===== src/rtl/led_group_pkg.sv =====
// Shared constants and types for the LED group controller.
package led_group_pkg;

    localparam int unsigned NUM_GROUPS = 4;
    localparam int unsigned GROUP_W    = 4;
    localparam int unsigned LED_W      = NUM_GROUPS * GROUP_W;

    localparam int unsigned GRP_L = 3;
    localparam int unsigned GRP_U = 2;
    localparam int unsigned GRP_R = 1;
    localparam int unsigned GRP_D = 0;

    typedef enum logic {
        RELEASED = 1'b0,
        PRESSED  = 1'b1
    } btn_state_t;

endpackage


===== src/rtl/btn_debounce.sv =====
// Per-button path: 2-FF synchroniser, RELEASED/PRESSED debouncer, and
// rising-edge press pulse.
module btn_debounce
    import led_group_pkg::*;
#(
    parameter int unsigned DEBOUNCE_CYCLES = 1_000_000
) (
    input  logic clk,
    input  logic rst,
    input  logic btn,
    output logic level,
    output logic press
);

    localparam int unsigned CNT_W = $clog2(DEBOUNCE_CYCLES);
    localparam logic [CNT_W-1:0] CNT_MAX = CNT_W'(DEBOUNCE_CYCLES - 1);

    logic [1:0]       sync_q;
    logic [CNT_W-1:0] cnt;
    logic [CNT_W-1:0] cnt_next;
    btn_state_t       state;
    btn_state_t       state_next;
    btn_state_t       prev_state;
    btn_state_t       synced_state;

    always_ff @(posedge clk or posedge rst) begin
        if (rst) begin
            sync_q     <= 2'b00;
            state      <= RELEASED;
            prev_state <= RELEASED;
            cnt        <= '0;
        end else begin
            sync_q     <= {sync_q[0], btn};
            state      <= state_next;
            prev_state <= state;
            cnt        <= cnt_next;
        end
    end

    assign synced_state = sync_q[1] ? PRESSED : RELEASED;

    // Count consecutive disagreeing samples; the final one flips the state.
    always_comb begin
        state_next = state;
        cnt_next   = '0;
        if (synced_state != state) begin
            if (cnt == CNT_MAX) begin
                state_next = synced_state;
            end else begin
                cnt_next = cnt + CNT_W'(1);
            end
        end
    end

    assign level = (state == PRESSED);
    assign press = (state == PRESSED) && (prev_state == RELEASED);

endmodule


===== src/rtl/led_group_ctrl.sv =====
// Debounced per-group LED enables with btnC re-enable-all and registered LEDs.
// Optional blink of disabled groups is enabled by defining LED_GROUP_BLINK_EN.
module led_group_ctrl
    import led_group_pkg::*;
#(
    parameter int unsigned DEBOUNCE_CYCLES = 1_000_000,
    parameter int unsigned BLINK_CYCLES    = 25_000_000
) (
    input  logic                  clk,
    input  logic                  rst,
    input  logic [LED_W-1:0]      sw,
    input  logic                  btnL,
    input  logic                  btnU,
    input  logic                  btnR,
    input  logic                  btnD,
    input  logic                  btnC,
    output logic [LED_W-1:0]      led,
    output logic [NUM_GROUPS-1:0] grp_en
);

    logic [NUM_GROUPS-1:0] grp_btn;
    logic [NUM_GROUPS-1:0] grp_press;
    logic [NUM_GROUPS:0]   level_unused;
    logic                  all_press;
    logic [NUM_GROUPS-1:0] show;
    logic [LED_W-1:0]      led_next;

    assign grp_btn[GRP_L] = btnL;
    assign grp_btn[GRP_U] = btnU;
    assign grp_btn[GRP_R] = btnR;
    assign grp_btn[GRP_D] = btnD;

    for (genvar g = 0; g < NUM_GROUPS; g++) begin : g_grp_btn
        btn_debounce #(
            .DEBOUNCE_CYCLES (DEBOUNCE_CYCLES)
        ) u_btn (
            .clk   (clk),
            .rst   (rst),
            .btn   (grp_btn[g]),
            .level (level_unused[g]),
            .press (grp_press[g])
        );
    end

    btn_debounce #(
        .DEBOUNCE_CYCLES (DEBOUNCE_CYCLES)
    ) u_btn_c (
        .clk   (clk),
        .rst   (rst),
        .btn   (btnC),
        .level (level_unused[NUM_GROUPS]),
        .press (all_press)
    );

    // btnC wins over any simultaneous group toggles.
    always_ff @(posedge clk or posedge rst) begin
        if (rst) begin
            grp_en <= '1;
        end else if (all_press) begin
            grp_en <= '1;
        end else begin
            grp_en <= grp_en ^ grp_press;
        end
    end

`ifdef LED_GROUP_BLINK_EN
    localparam int unsigned BLINK_W = (BLINK_CYCLES > 1) ? $clog2(BLINK_CYCLES) : 1;
    localparam logic [BLINK_W-1:0] BLINK_MAX = BLINK_W'(BLINK_CYCLES - 1);

    logic [BLINK_W-1:0] blink_cnt;
    logic               blink_phase;

    always_ff @(posedge clk or posedge rst) begin
        if (rst) begin
            blink_cnt   <= '0;
            blink_phase <= 1'b0;
        end else if (blink_cnt == BLINK_MAX) begin
            blink_cnt   <= '0;
            blink_phase <= ~blink_phase;
        end else begin
            blink_cnt   <= blink_cnt + BLINK_W'(1);
        end
    end

    assign show = grp_en | {NUM_GROUPS{blink_phase}};
`else
    localparam int unsigned BLINK_CYCLES_UNUSED = BLINK_CYCLES;

    assign show = grp_en;
`endif

    always_comb begin
        led_next = '0;
        for (int g = 0; g < NUM_GROUPS; g++) begin
            if (show[g]) begin
                led_next[g*GROUP_W +: GROUP_W] = sw[g*GROUP_W +: GROUP_W];
            end
        end
    end

    always_ff @(posedge clk or posedge rst) begin
        if (rst) begin
            led <= '0;
        end else begin
            led <= led_next;
        end
    end

endmodule


===== config.mk =====
export PLATFORM = sky130hd
export DESIGN_NAME = led_group_ctrl
export DESIGN_NICKNAME = d
export VERILOG_FILES = /design/src/rtl/led_group_pkg.sv /design/src/rtl/btn_debounce.sv /design/src/rtl/led_group_ctrl.sv
export SDC_FILE = /design/constraint.sdc
export NUM_CORES = 1
export LEC_CHECK = 0
export BUFFER_PORTS_ARGS = -buffer_cell sky130_fd_sc_hd__buf_2
export CELL_PAD_IN_SITES_DETAIL_PLACEMENT = 1
export CELL_PAD_IN_SITES_GLOBAL_PLACEMENT = 2
export CORE_MARGIN = 2
export CORE_UTILIZATION = 43
export DETAILED_ROUTE_END_ITERATION = 12
export MAX_ROUTING_LAYER = met4
export PLACE_DENSITY_LB_ADDON = 0.1
export SYNTH_ARGS = -nofsm -noshare
export SYNTH_HDL_FRONTEND = slang
export SYNTH_SLANG_ARGS = --single-unit

===== constraint.sdc =====
create_clock -name clk -period 10.7 [get_ports clk]
set_input_delay 0.535 -clock clk [delete_from_list [all_inputs] [get_ports clk]]
set_output_delay 0.535 -clock clk [all_outputs]
set_load 0.005 [all_outputs]

After elaboration in Yosys (flattened, before gate mapping):

Cells that the tools add are included.

* bitwise logic cells: 6
* eq/ne operators: 10
* muxes and demuxes: 20
* add/sub/neg operators: 5
* reductions and logical operators: 10

Operator list (number)
* $mux W20: 10
* $add A20 B1 Y20 const B: 5
* $eq A20 B20 Y1 const B: 5
* $mux W4: 5
* $reduce_and A2 Y1: 5
* $logic_and A1 B1 Y1: 5
* $mux W1: 5
* $ne A1 B1 Y1: 5
* $not A1 Y1: 5
* $xor A4 B4 Y4: 1

* word-level logic and storage cells: 73
* output and inout port bits: 20
* register bits: 140

Longest topological paths before layout:

Gate-level depths: netlist of run 1.

* depth after elaboration: 4
* depth in mapped cells: 6
* mapped depth without buffers: 5

By module:

Synthesis of run 1 repeated with hierarchy kept, for this count alone.

* cell total of the unflattened synthesis: 610
* area, all modules: 6407.4 µm²

Modules (own cells, without submodules)
* btn_debounce: area each 1143.6 µm², instances 5, cells an instance 113
* led_group_ctrl: area each 689.4 µm², instances 1, cells an instance 45

Least setup slack after synthesis of run 1:

No wires, ideal clock.

* path kind: flip-flop to flip-flop
* start: register u_btn_c.cnt[6]
* end: register u_btn_c.cnt[10]
* stages on the path, launching flop included: 6
* period minus slack after synthesis: 2.046 ns
* arrival time: 1.927 ns
* path buffers: 1
* setup slack: 8.654 ns
* path through: dfrtp_1 or4_1 or4_1 o21ai_4 buf_4 nor2_1

* longest elaborated chain between the ends: 3
* elaborated cells between the ends (all ways): 4
* those cells by class: add/sub: 1; eq/ne: 1; mux: 2

RTL lines
* start, declared: RTL line btn_debounce.sv:19 `logic [CNT_W-1:0] cnt;`
* start signal, assigned: RTL line btn_debounce.sv:36 `cnt <= cnt_next;`
* $add A20 B1 Y20 or $eq A20 B20 Y1 (tied branches): RTL line btn_debounce.sv:50, btn_debounce.sv:47
* $mux W20 (*): RTL line btn_debounce.sv:47 `if (cnt == CNT_MAX) begin`
* $mux W20 (*): RTL line btn_debounce.sv:46 `if (synced_state != state) begin`
* named net u_btn_c.cnt_next[10]: RTL line btn_debounce.sv:20 `logic [CNT_W-1:0] cnt_next;`

The timed path passes the listed nets; every way through them passes the cells marked *.
A chain may end at the register's enable or synchronous reset.

Worst setup path in the final report of run 1:

* start: register g_grp_btn[2].u_btn.cnt[7]
* end: register g_grp_btn[2].u_btn.cnt[7]

* longest elaborated chain between the ends: 3
* elaborated cells between the ends (all ways): 4
* those cells by class: add/sub: 1; eq/ne: 1; mux: 2

RTL lines (RTL line)
* start, declared: btn_debounce.sv:19
* start signal, assigned: btn_debounce.sv:36
* $add A20 B1 Y20 or $eq A20 B20 Y1 (tied branches): btn_debounce.sv:50, btn_debounce.sv:47
* $mux W20 (*): btn_debounce.sv:47
* $mux W20 (*): btn_debounce.sv:46
* named net g_grp_btn[2].u_btn.cnt_next[7]: btn_debounce.sv:20

Marked as above.

==> flow_metrics.tcl, run 1 <==
set metrics [dict create \
    htreeDepth 4 \
    ys_seq_elements 140 \
    critical_path.max_stage_delay_ns 0.78 \
    status "complete, no violations" \
    r2r-start "g_grp_btn[2].u_btn.cnt[7]" \
    cts_setup_buffers 0 \
    cts_tree "yes" \
    irDropWorstVdd_mv 0.142 \
    worstSetupPathType "flop to flop" \
    port_buffers 42 \
    critPathBufInv 0 \
    worstSetupEndpointType "flop" \
    synth.cell_area_um2 6340 \
    grt_use_total_pct 19.2 \
    die_h_um 125 \
    required_ns 10.96 \
    p_leak_uw 0.00312 \
    synth_flop_cell "dfrtp_1" \
    cts_hold_buf 0 \
    post-route-period-util_pct 21.6 \
    clock_latency_ns 0.41 \
    grt_setup_unrepaired "false" \
    synth_edf_count 0 \
    wirelength_um 13600 \
    finalCriticalPeriod_ns 2.31 \
    yosysSeqAreaShare_pct 55.3 \
    cts-buffers-inserted 17 \
    synth_area_per_cell_um2 10.4 \
    place_hpwl_um 9040 \
    finalSetupTns_ns 0 \
    viasPerCell 5.47 \
    cts_root_buffer "clkbuf_16" \
    initial_core_util_pct 43.8 \
    clkTransAtPathRegs_ns 0.06 \
    nNetsFinal 688 \
    gp_congestion 0.820 \
    slew_headroom_pct 30.9 \
    rr_worst_depth 3 \
    ys_types 42 \
    drtAntennaViolNets 0 \
    critPathSlowestCell "o31ai_4" \
    avgRoutedWirePerCell_um 15.8 \
    setup_ws_ns 8.39 \
    final_max_slew_viol_count 0 \
    fmax_mhz 433 \
    first_iter_violations 190 \
    cts_resized 0 \
    finalSetupViolations 0 \
    clkSinkCount 140 \
    crit_path_start_kind "flop" \
    crit_chain "or4b_2 > o31ai_4 > nor2_1" \
    rows 44 \
    yosysWarnings 0 \
    async_reset_ff_share_pct 100 \
    hold_viol_final 0 \
    areaGrowthSynthToFinish_pct 16.2 \
    grt_antenna_before_repair 0 \
    clock_path_buffers 2 \
    critPathMaxFanout 19 \
    arrival_ns 2.57 \
    final_core_util_pct 50.9 \
    ios 43 \
    core_area_um2 14500 \
    dieArea_um2 15700 \
    p_per_area_nw_per_um2 161 \
    hold_path.class "primary input to asynchronous set/reset pin" \
    skew_ns 0.00940 \
    floorplan.die.width_um 125 \
    syn_inst 611 \
    antenna_cells 0 \
    layout-drive-gt1-share_pct 14.9 \
    via_count 4692 \
    timing.rr.end "g_grp_btn[2].u_btn.cnt[7]" \
    critPathLaunch "g_grp_btn[2].u_btn.cnt[7]" \
    dr.pass1.iters 5 \
    reg2reg_slack_ns 8.39 \
    syn_nets 639 \
    grt_pass1_vias 4990 \
    worstMarginPinSlew_ns 1.04 \
    max_cap_viol_count 0 \
    path_delay_family "simple AND/OR/NAND/NOR gates" \
    grt_max_degree 83 \
    drc 0 \
    grt_pass1_wl_um 24000 \
    dp_slack_ns 8.39 \
    grt-ovfl-total 0 \
]
-- registers in the layout, indices dropped and copies added, names as in the netlist --
signal and cells:
g_grp_btn.u_btn.cnt 80, u_btn_c.level 1, u_btn_c.cnt 20, led 16
grp_en 4, g_grp_btn.u_btn.prev_state 4, u_btn_c.prev_state 1, g_grp_btn.u_btn.level 4
u_btn_c.sync_q 2, g_grp_btn.u_btn.sync_q 8
-- how the worst max path moves through the flow --
stage               slack, ns  cells after the start                        end
finish                   8.39                      3  g_grp_btn[2].u_btn.cnt[7]
global route             8.21                      5  g_grp_btn[3].u_btn.cnt[9]
CTS                      8.36                      3  g_grp_btn[2].u_btn.cnt[8]
detailed placement       8.39                      3  g_grp_btn[2].u_btn.cnt[8]
global placement         8.50                      3  g_grp_btn[2].u_btn.cnt[9]
floorplan                6.42                      1  g_grp_btn[0].u_btn.cnt[0]
-- kinds of logic after synthesis --
| logic type | Yosys count | synth area share, % |
|---|---|---|
| simple gates | 293 | 24.7 |
| flops | 140 | 55.3 |
| xor+xnor | 71 | 9.81 |
| compound gates | 61 | 5.94 |
| buf+inv | 36 | 2.33 |
| mux | 5 | 0.888 |
| fa+ha+maj | 5 | 0.987 |
-- synthesized netlist by cell type, types with 19 or more instances --
cell,number,area [um2]
a21oi_1,27,135
and2_1,20,125
dfrtp_1,136,3400
inv_1,20,75.1
nand2_1,32,120
nand3_1,41,205
nand4_1,19,119
nor2_1,78,293
or3_1,19,119
xnor2_1,50,438
xor2_1,21,184
-- final cells by class --
type                    instances  area (um2)
fillers                      1617        7110
clock inverters                10         139
multi-input cells             435        2700
clock buffers                  22         474
flip-flops and latches        140        3510
well taps                     184         230
inverters                      20        80.1
repair buffers                 46         240
-- layout by cell type (no fill, tap or decap), types with 2 or more instances in the layout --
master	n
dfrtp_1	136
clkinv_2	3
or4_1	16
nand4b_1	2
nor4b_1	5
buf_2	42
and3_1	11
or3_1	19
nor2_1	78
clkbuf_8	3
o31ai_2	3
nor2b_1	4
a21oi_1	27
nand4_1	19
nand3_1	41
o31ai_1	11
clkinv_4	2
nor4_1	16
or4b_2	2
nand2_1	32
xor2_1	21
ha_1	5
bufinv_16	3
clkbuf_16	17
clkbuf_1	2
and2_1	20
o21ai_0	17
xnor2_1	50
mux2_2	5
nor3_1	17
buf_4	4
inv_6	2
inv_1	19
dfstp_2	4
-- per-layer routing --
layer	up-vias	track usage [%]	share of wire [%]
met5	-	-	0
li1	2236	-	-
met3	11	5.43	3.1
met4	0	4.77	0.80
met1	2372	24.6	48
met2	73	30.3	48
-- report_power, final --
| group | internal, uW | switching (uW) |
|---|---|---|
| Sequential | 536 | 6.51 |
| Clock | 386 | 224 |
| Combinational | 9.47 | 22.6 |
| Total | 931 | 253 |
-- metrics by stage --
stage,cells,cell area (um2),hold slack [ns],total power [uW]
after detailed placement,825,6750,0.340,586
final,857,7370,0.156,1180
after global placement,825,6750,0.339,584
after global routing,857,7370,0.204,1230
after floorplan,611,6340,0.331,572
after CTS,857,7370,0.185,1200
Note: power is estimated with default switching activity, not from simulation.
==> inputs of run 2 (changes only) <==
- ABC_AREA: unset -> 1
- CORE_UTILIZATION: 43 -> 37
- clock period: 10.7 -> 2.4 ns (I/O delays scaled with it)
==> flow_metrics.tcl, run 2 <==
set metrics [dict create \
    status "complete, no violations" \
    ys_seq_elements 140 \
    die_h_um 140 \
    cts_resized 0 \
    fmax_mhz 622 \
    final_max_slew_viol_count 0 \
    layout_common_cells "nor2_1 (215), nand2_1 (148), dfrtp_1 (136), inv_1 (89), nand3_1 (76)" \
    synth-simple-area-share_pct 32.7 \
    grt_antenna_before_repair 0 \
    syn_inst 834 \
    cts_tree "yes" \
    worstSetupEndpointType "flop" \
    finalSetupTns_ns 0 \
    rows 49 \
    place_hpwl_um 12500 \
    post-route-period-util_pct 66.9 \
    cts-buffers-inserted 17 \
    busiest_layer "met2" \
    regMostFlops "g_grp_btn.u_btn.cnt" \
    fin_hold_ws_ns 0.333 \
    dieArea_um2 19700 \
    required_ns 2.71 \
    nNetsFinal 948 \
    via_count 5586 \
    synth_top_family_by_area "simple AND/OR/NAND/NOR gates" \
    met3_usage_pct 4.24 \
    netlist.top_cell.by_area "dfrtp_1" \
    final_common_cell "nor2_1" \
    grt-ovfl-total 0 \
    wirelength_um 16900 \
    largest_register_ffs 80 \
    port_buffers 42 \
    finalCriticalPeriod_ns 1.61 \
    worstMarginPinSlew_ns 0.662 \
    rr_worst_depth 8 \
    clock_latency_ns 0.42 \
    drtAntennaViolNets 0 \
    hold_viol_final 0 \
    p_per_area_nw_per_um2 636 \
    reg_top3 "g_grp_btn.u_btn.cnt: 80 flops, u_btn_c.cnt: 20 flops, led: 16 flops" \
    final_cell_area_um2 8230 \
    core_area_um2 18100 \
    grt_max_degree 43 \
    synth_xor_area_share_pct 7.96 \
    grt_setup_unrepaired "false" \
    ys_top_cells_by_count "nor2_1 (215), nand2_1 (148), dfrtp_1 (136), inv_1 (90), nand3_1 (76)" \
    ios 43 \
    drc 0 \
    clock_path_buffers 2 \
    worstSetupPathType "flop to flop" \
    grt_pass1_wl_um 30000 \
    crit_path_start_kind "flop" \
    arrival_ns 1.91 \
    floorplan.die.width_um 140 \
    critPathMaxFanout 6 \
    clkTransAtPathRegs_ns 0.06 \
    viasPerCell 4.81 \
    grt_use_total_pct 19.6 \
    htreeDepth 4 \
    synth-compound-area-share_pct 2.09 \
    dr.pass1.iters 4 \
    synth_edf_count 0 \
    post-synth-top-count-cell "nor2_1" \
    avgRoutedWirePerCell_um 14.6 \
    layout-drive-gt1-share_pct 14.4 \
    clkSinkCount 140 \
    synth_adder_area_share_pct 0.909 \
    gp_congestion 0.846 \
    synth_area_leaders "dfrtp_1 (49%), nor2_1 (12%), nand2_1 (8.1%)" \
    holdPathStages 2 \
    yosysSeqAreaShare_pct 51.0 \
    finalSetupViolations 0 \
    async_reset_ff_share_pct 100 \
    use_met2_pct 31.8 \
    syn_nets 862 \
    detailed_place.area_um2 7420 \
    synth_top_area_share_pct 49.5 \
    skew_ns 0.00999 \
    max_cap_viol_count 0 \
    antenna_cells 0 \
    irDropWorstVdd_mv 0.470 \
    p_leak_uw 0.00374 \
    synth_flop_cell "dfrtp_1" \
    yosysWarnings 0 \
    hold_path.class "primary input to flop" \
    grtUsageMet1_pct 25.1 \
    ys_types 31 \
    cts_root_buffer "clkbuf_16" \
    areaGrowthSynthToFinish_pct 19.6 \
    grt_pass1_vias 6080 \
    synth_area_per_cell_um2 8.25 \
    final_core_util_pct 45.5 \
    initial_core_util_pct 38.0 \
    first_iter_violations 183 \
    synth.cell_area_um2 6880 \
    muxShareOfSynthArea_pct 0 \
    slew_headroom_pct 55.7 \
]
[run 2: cell count changes in the layout (fill, tap and decap cells not counted), sizes merged, moves of 16 or more]
cell         previous run  this run
nor2                   78       235
dlygate4sd3             0        22
xor2                   21        38
nand2                  32       161
inv                    21        99
a21oi                  28        12
xnor2                  50        22
nand3                  41        82
or3                    20         0
and2                   20         2
or4                    17         0
nor4                   16         0
[run 2: path summary, 6_finish.rpt]
| check | startpoint | endpoint | slack (ns) |
|---|---|---|---|
| max | g_grp_btn[1].u_btn.cnt[0] | g_grp_btn[1].u_btn.cnt[5] | 0.79 |
| min in group asynchronous | rst | u_btn_c.cnt[18] | 0.36 |
| min reg2reg | g_grp_btn[2].u_btn.sync_q[0] | g_grp_btn[2].u_btn.sync_q[1] | 0.35 |
| min | btnL | g_grp_btn[3].u_btn.sync_q[0] | 0.33 |
| max in group asynchronous | rst | grp_en[1] | 1.23 |
| max reg2reg | g_grp_btn[1].u_btn.cnt[0] | g_grp_btn[1].u_btn.cnt[5] | 0.79 |
[run 2: repair_timing]
item                                   4_1_cts  5_1_grt
hold buffers                                22        0
setup buffers                                0        0
endpoints found under the hold margin       45        0
setup endpoints to repair                    0        0
[run 2: area by class of cell]
cell class / count / area (um2)
sequential: 140 / 3510
tap: 229 / 287
clock buffer: 17 / 425
fill: 2163 / 9850
clock inverter: 15 / 164
multi-input combinational: 597 / 3010
timing repair buffer: 69 / 480
inverter: 95 / 360
[run 2: metal layers]
layer / vias to the layer above / part of all wire [%]
met3: 16 / 2.3
met5: - / 0
met1: 2763 / 49
met4: 0 / 1.2
met2: 47 / 48
li1: 2760 / -
[run 2: logic make-up (layout without fill, tap and decap cells)]
| logic type | after synthesis | in the layout |
|---|---|---|
| AOI/OAI and AO/OA | 26 | 26 |
| xor gates and xnor gates | 60 | 60 |
| adders and majority gates | 5 | 5 |
| buffers and inverters | 97 | 196 |
| DFF | 140 | 140 |
| and+or+nand+nor | 506 | 506 |
[run 2: worst max-delay path, cell delays in order (launching register included)]
cell	delay, ns
dfrtp_1	0.38
ha_1	0.19
nand2_1	0.11
nor2_4	0.15
nand2_2	0.10
nor2_2	0.20
a21oi_2	0.14
inv_2	0.16
nor2_1	0.06
[run 2: power breakdown]
part	total (uW)	internal (uW)	switching, uW
Combinational	187	72.1	115
Sequential	2410	2390	21.9
Clock	2630	1550	1090
[run 2: through the flow]
step	cells	setup slack [ns]	power [uW]
floorplan	834	0.534	2550
global placement	1108	0.832	2610
detailed placement	1108	0.829	2620
CTS	1162	0.780	5310
global route	1162	0.677	5460
finish	1162	0.793	5230
==> inputs of run 3 (changes only) <==
- CORE_UTILIZATION: 37 -> 33
- clock period: 2.4 -> 1.4 ns (I/O delays scaled with it)
==> flow_metrics.tcl, run 3 (synthesis gave the netlist of run 2 again) <==
set metrics [dict create \
    grt_max_degree 67 \
    areaGrowthSynthToFinish_pct 35.4 \
    clkSinkCount 140 \
    layout-drive-gt1-share_pct 28.3 \
    status "finished, violations left" \
    p_per_area_nw_per_um2 1030 \
    largest_register_ffs 80 \
    final_common_cell "nor2_1" \
    fmax_mhz 698 \
    grt_antenna_before_repair 1 \
    viasPerCell 4.63 \
    skew_ns 0.0121 \
    slew_headroom_pct 74.9 \
    cts_tree "yes" \
    rows 52 \
    post-route-period-util_pct 102 \
    hold_path.class "primary input to asynchronous set/reset pin" \
    max_cap_viol_count 0 \
    drtAntennaViolNets 0 \
    critical_path.max_stage_delay_ns 0.36 \
    p_leak_uw 0.00421 \
    avgRoutedWirePerCell_um 14.8 \
    clock_path_buffers 2 \
    layout_common_cells "nor2_1 (185), nand2_1 (134), dfrtp_1 (121), inv_1 (84), nand3_1 (67)" \
    crit_path_start_kind "flop" \
    worstSetupPathType "flop to flop" \
    grt_pass1_vias 6284 \
    nNetsFinal 1016 \
    dr.pass1.iters 4 \
    final_max_slew_viol_count 0 \
    grt-ovfl-total 0 \
    core_area_um2 20400 \
    cts-buffers-inserted 17 \
    first_iter_violations 178 \
    gp_congestion 0.825 \
    port_buffers 42 \
    final_core_util_pct 45.8 \
    cp_common_cell "nor2_4" \
    n_fill_cell 2371 \
    finalCriticalPeriod_ns 1.43 \
    finalSetupTns_ns -0.348 \
    grt_setup_unrepaired "true" \
    worstSetupEndpointType "flop" \
    fin_hold_ws_ns 0.155 \
    place_inst 1198 \
    hold_viol_final 0 \
    clkTransAtPathRegs_ns 0.07 \
    instances_no_fill 1272 \
    floorplan.die.width_um 148 \
    setup_ws_ns -0.0319 \
    reg_top3 "g_grp_btn.u_btn.cnt: 80 flops, u_btn_c.cnt: 20 flops, led: 16 flops" \
    initial_core_util_pct 33.8 \
    drc 0 \
    wirelength_um 18800 \
    cts_root_buffer "clkbuf_16" \
    place_hpwl_um 13400 \
    critPathSlowestCell "dfrtp_1" \
    critPathMaxFanout 7 \
    die_h_um 148 \
    htreeDepth 4 \
    crit_chain "ha_2 > nand2_2 > nor2_4 > inv_2 > nor2_4 > nand3_4 > nand3_1 > nor2_1" \
    violations "negative setup slack" \
    ios 43 \
    worstMarginPinSlew_ns 0.377 \
    dieArea_um2 22000 \
    regMostFlops "g_grp_btn.u_btn.cnt" \
    finalSetupViolations 17 \
    via_count 5886 \
    arrival_ns 1.74 \
    grt_pass1_wl_um 31000 \
    required_ns 1.71 \
    grt_use_total_pct 18.2 \
    irDropWorstVdd_mv 0.696 \
    clock_latency_ns 0.43 \
]
## run 3: changes by cell type in the layout (fill, tap and decap cells not counted), moves of 15 or more
cell,previous run,this run
dfrtp_1,136,121
dfrtp_2,0,15
nor2_1,215,185
buf_4,4,64
nor2_2,11,27
## run 3: cell type report
cell class | count | area, um2 | area share (%)
clock buffer | 20 | 457 | 4.90
clock inverter | 12 | 185 | 1.99
inverter | 95 | 370 | 3.97
tap | 270 | 338 | 3.62
sequential | 140 | 3530 | 37.8
antenna | 1 | 2.50 | 0.0268
multi-input combinational | 597 | 3400 | 36.5
timing repair buffer | 137 | 1040 | 11.1
## run 3: metrics by stage
step                power (uW)  setup slack (ns)  instance area, um2
CTS                       9660           -0.0334                8840
finish                    9560           -0.0319                9320
global route              9920            -0.135                9320
global placement          4530           -0.0334                7870
floorplan                 4370            -0.416                6890
detailed placement        4540            -0.101                7870
## run 3: critical path, delay by kind of cell (launching register included)
family | cells | cell delay, ns
adders and majority gates | 1 | 0.19
buffers and inverters | 1 | 0.07
DFF | 1 | 0.36
and+or+nand+nor | 6 | 0.69
## run 3: path summary, 6_finish.rpt
path	start	end	slack, ns	cells after the start
hold reg to reg	g_grp_btn[0].u_btn.sync_q[0]	g_grp_btn[0].u_btn.sync_q[1]	0.35	0
setup reg to reg	g_grp_btn[2].u_btn.cnt[0]	g_grp_btn[2].u_btn.cnt[14]	-0.03	8
setup / recovery	g_grp_btn[2].u_btn.cnt[0]	g_grp_btn[2].u_btn.cnt[14]	-0.03	8
max in group asynchronous	rst	grp_en[2]	0.55	4
hold / removal	rst	g_grp_btn[1].u_btn.cnt[9]	0.15	3
min in group clk	btnR	g_grp_btn[1].u_btn.sync_q[0]	0.28	2
## run 3: routing by layer
| layer | vias to the layer above | global-route usage, % | part of all wire (%) |
|---|---|---|---|
| met2 | 45 | 30.7 | 51 |
| met4 | 0 | 5.10 | 1.3 |
| met5 | - | - | 0 |
| met1 | 2925 | 22.3 | 46 |
| li1 | 2898 | - | - |
| met3 | 18 | 3.59 | 2.0 |
## run 3: power breakdown
part	internal, uW	switching, uW	leakage, uW
sequential	4100	48.9	0.00188
clock	3090	1890	0.000299
combinational	196	236	0.00202
total	7390	2170	0.00421
## run 3: what timing repair did
item | 4_1_cts | 5_1_grt
buffers inserted | 3 | 16
pin swaps | 5 | 38
setup endpoints to repair | 39 | 75
hold endpoints to repair | 159 | 0
hold buffers | 22 | 0
gates resized for setup | 28 | 102
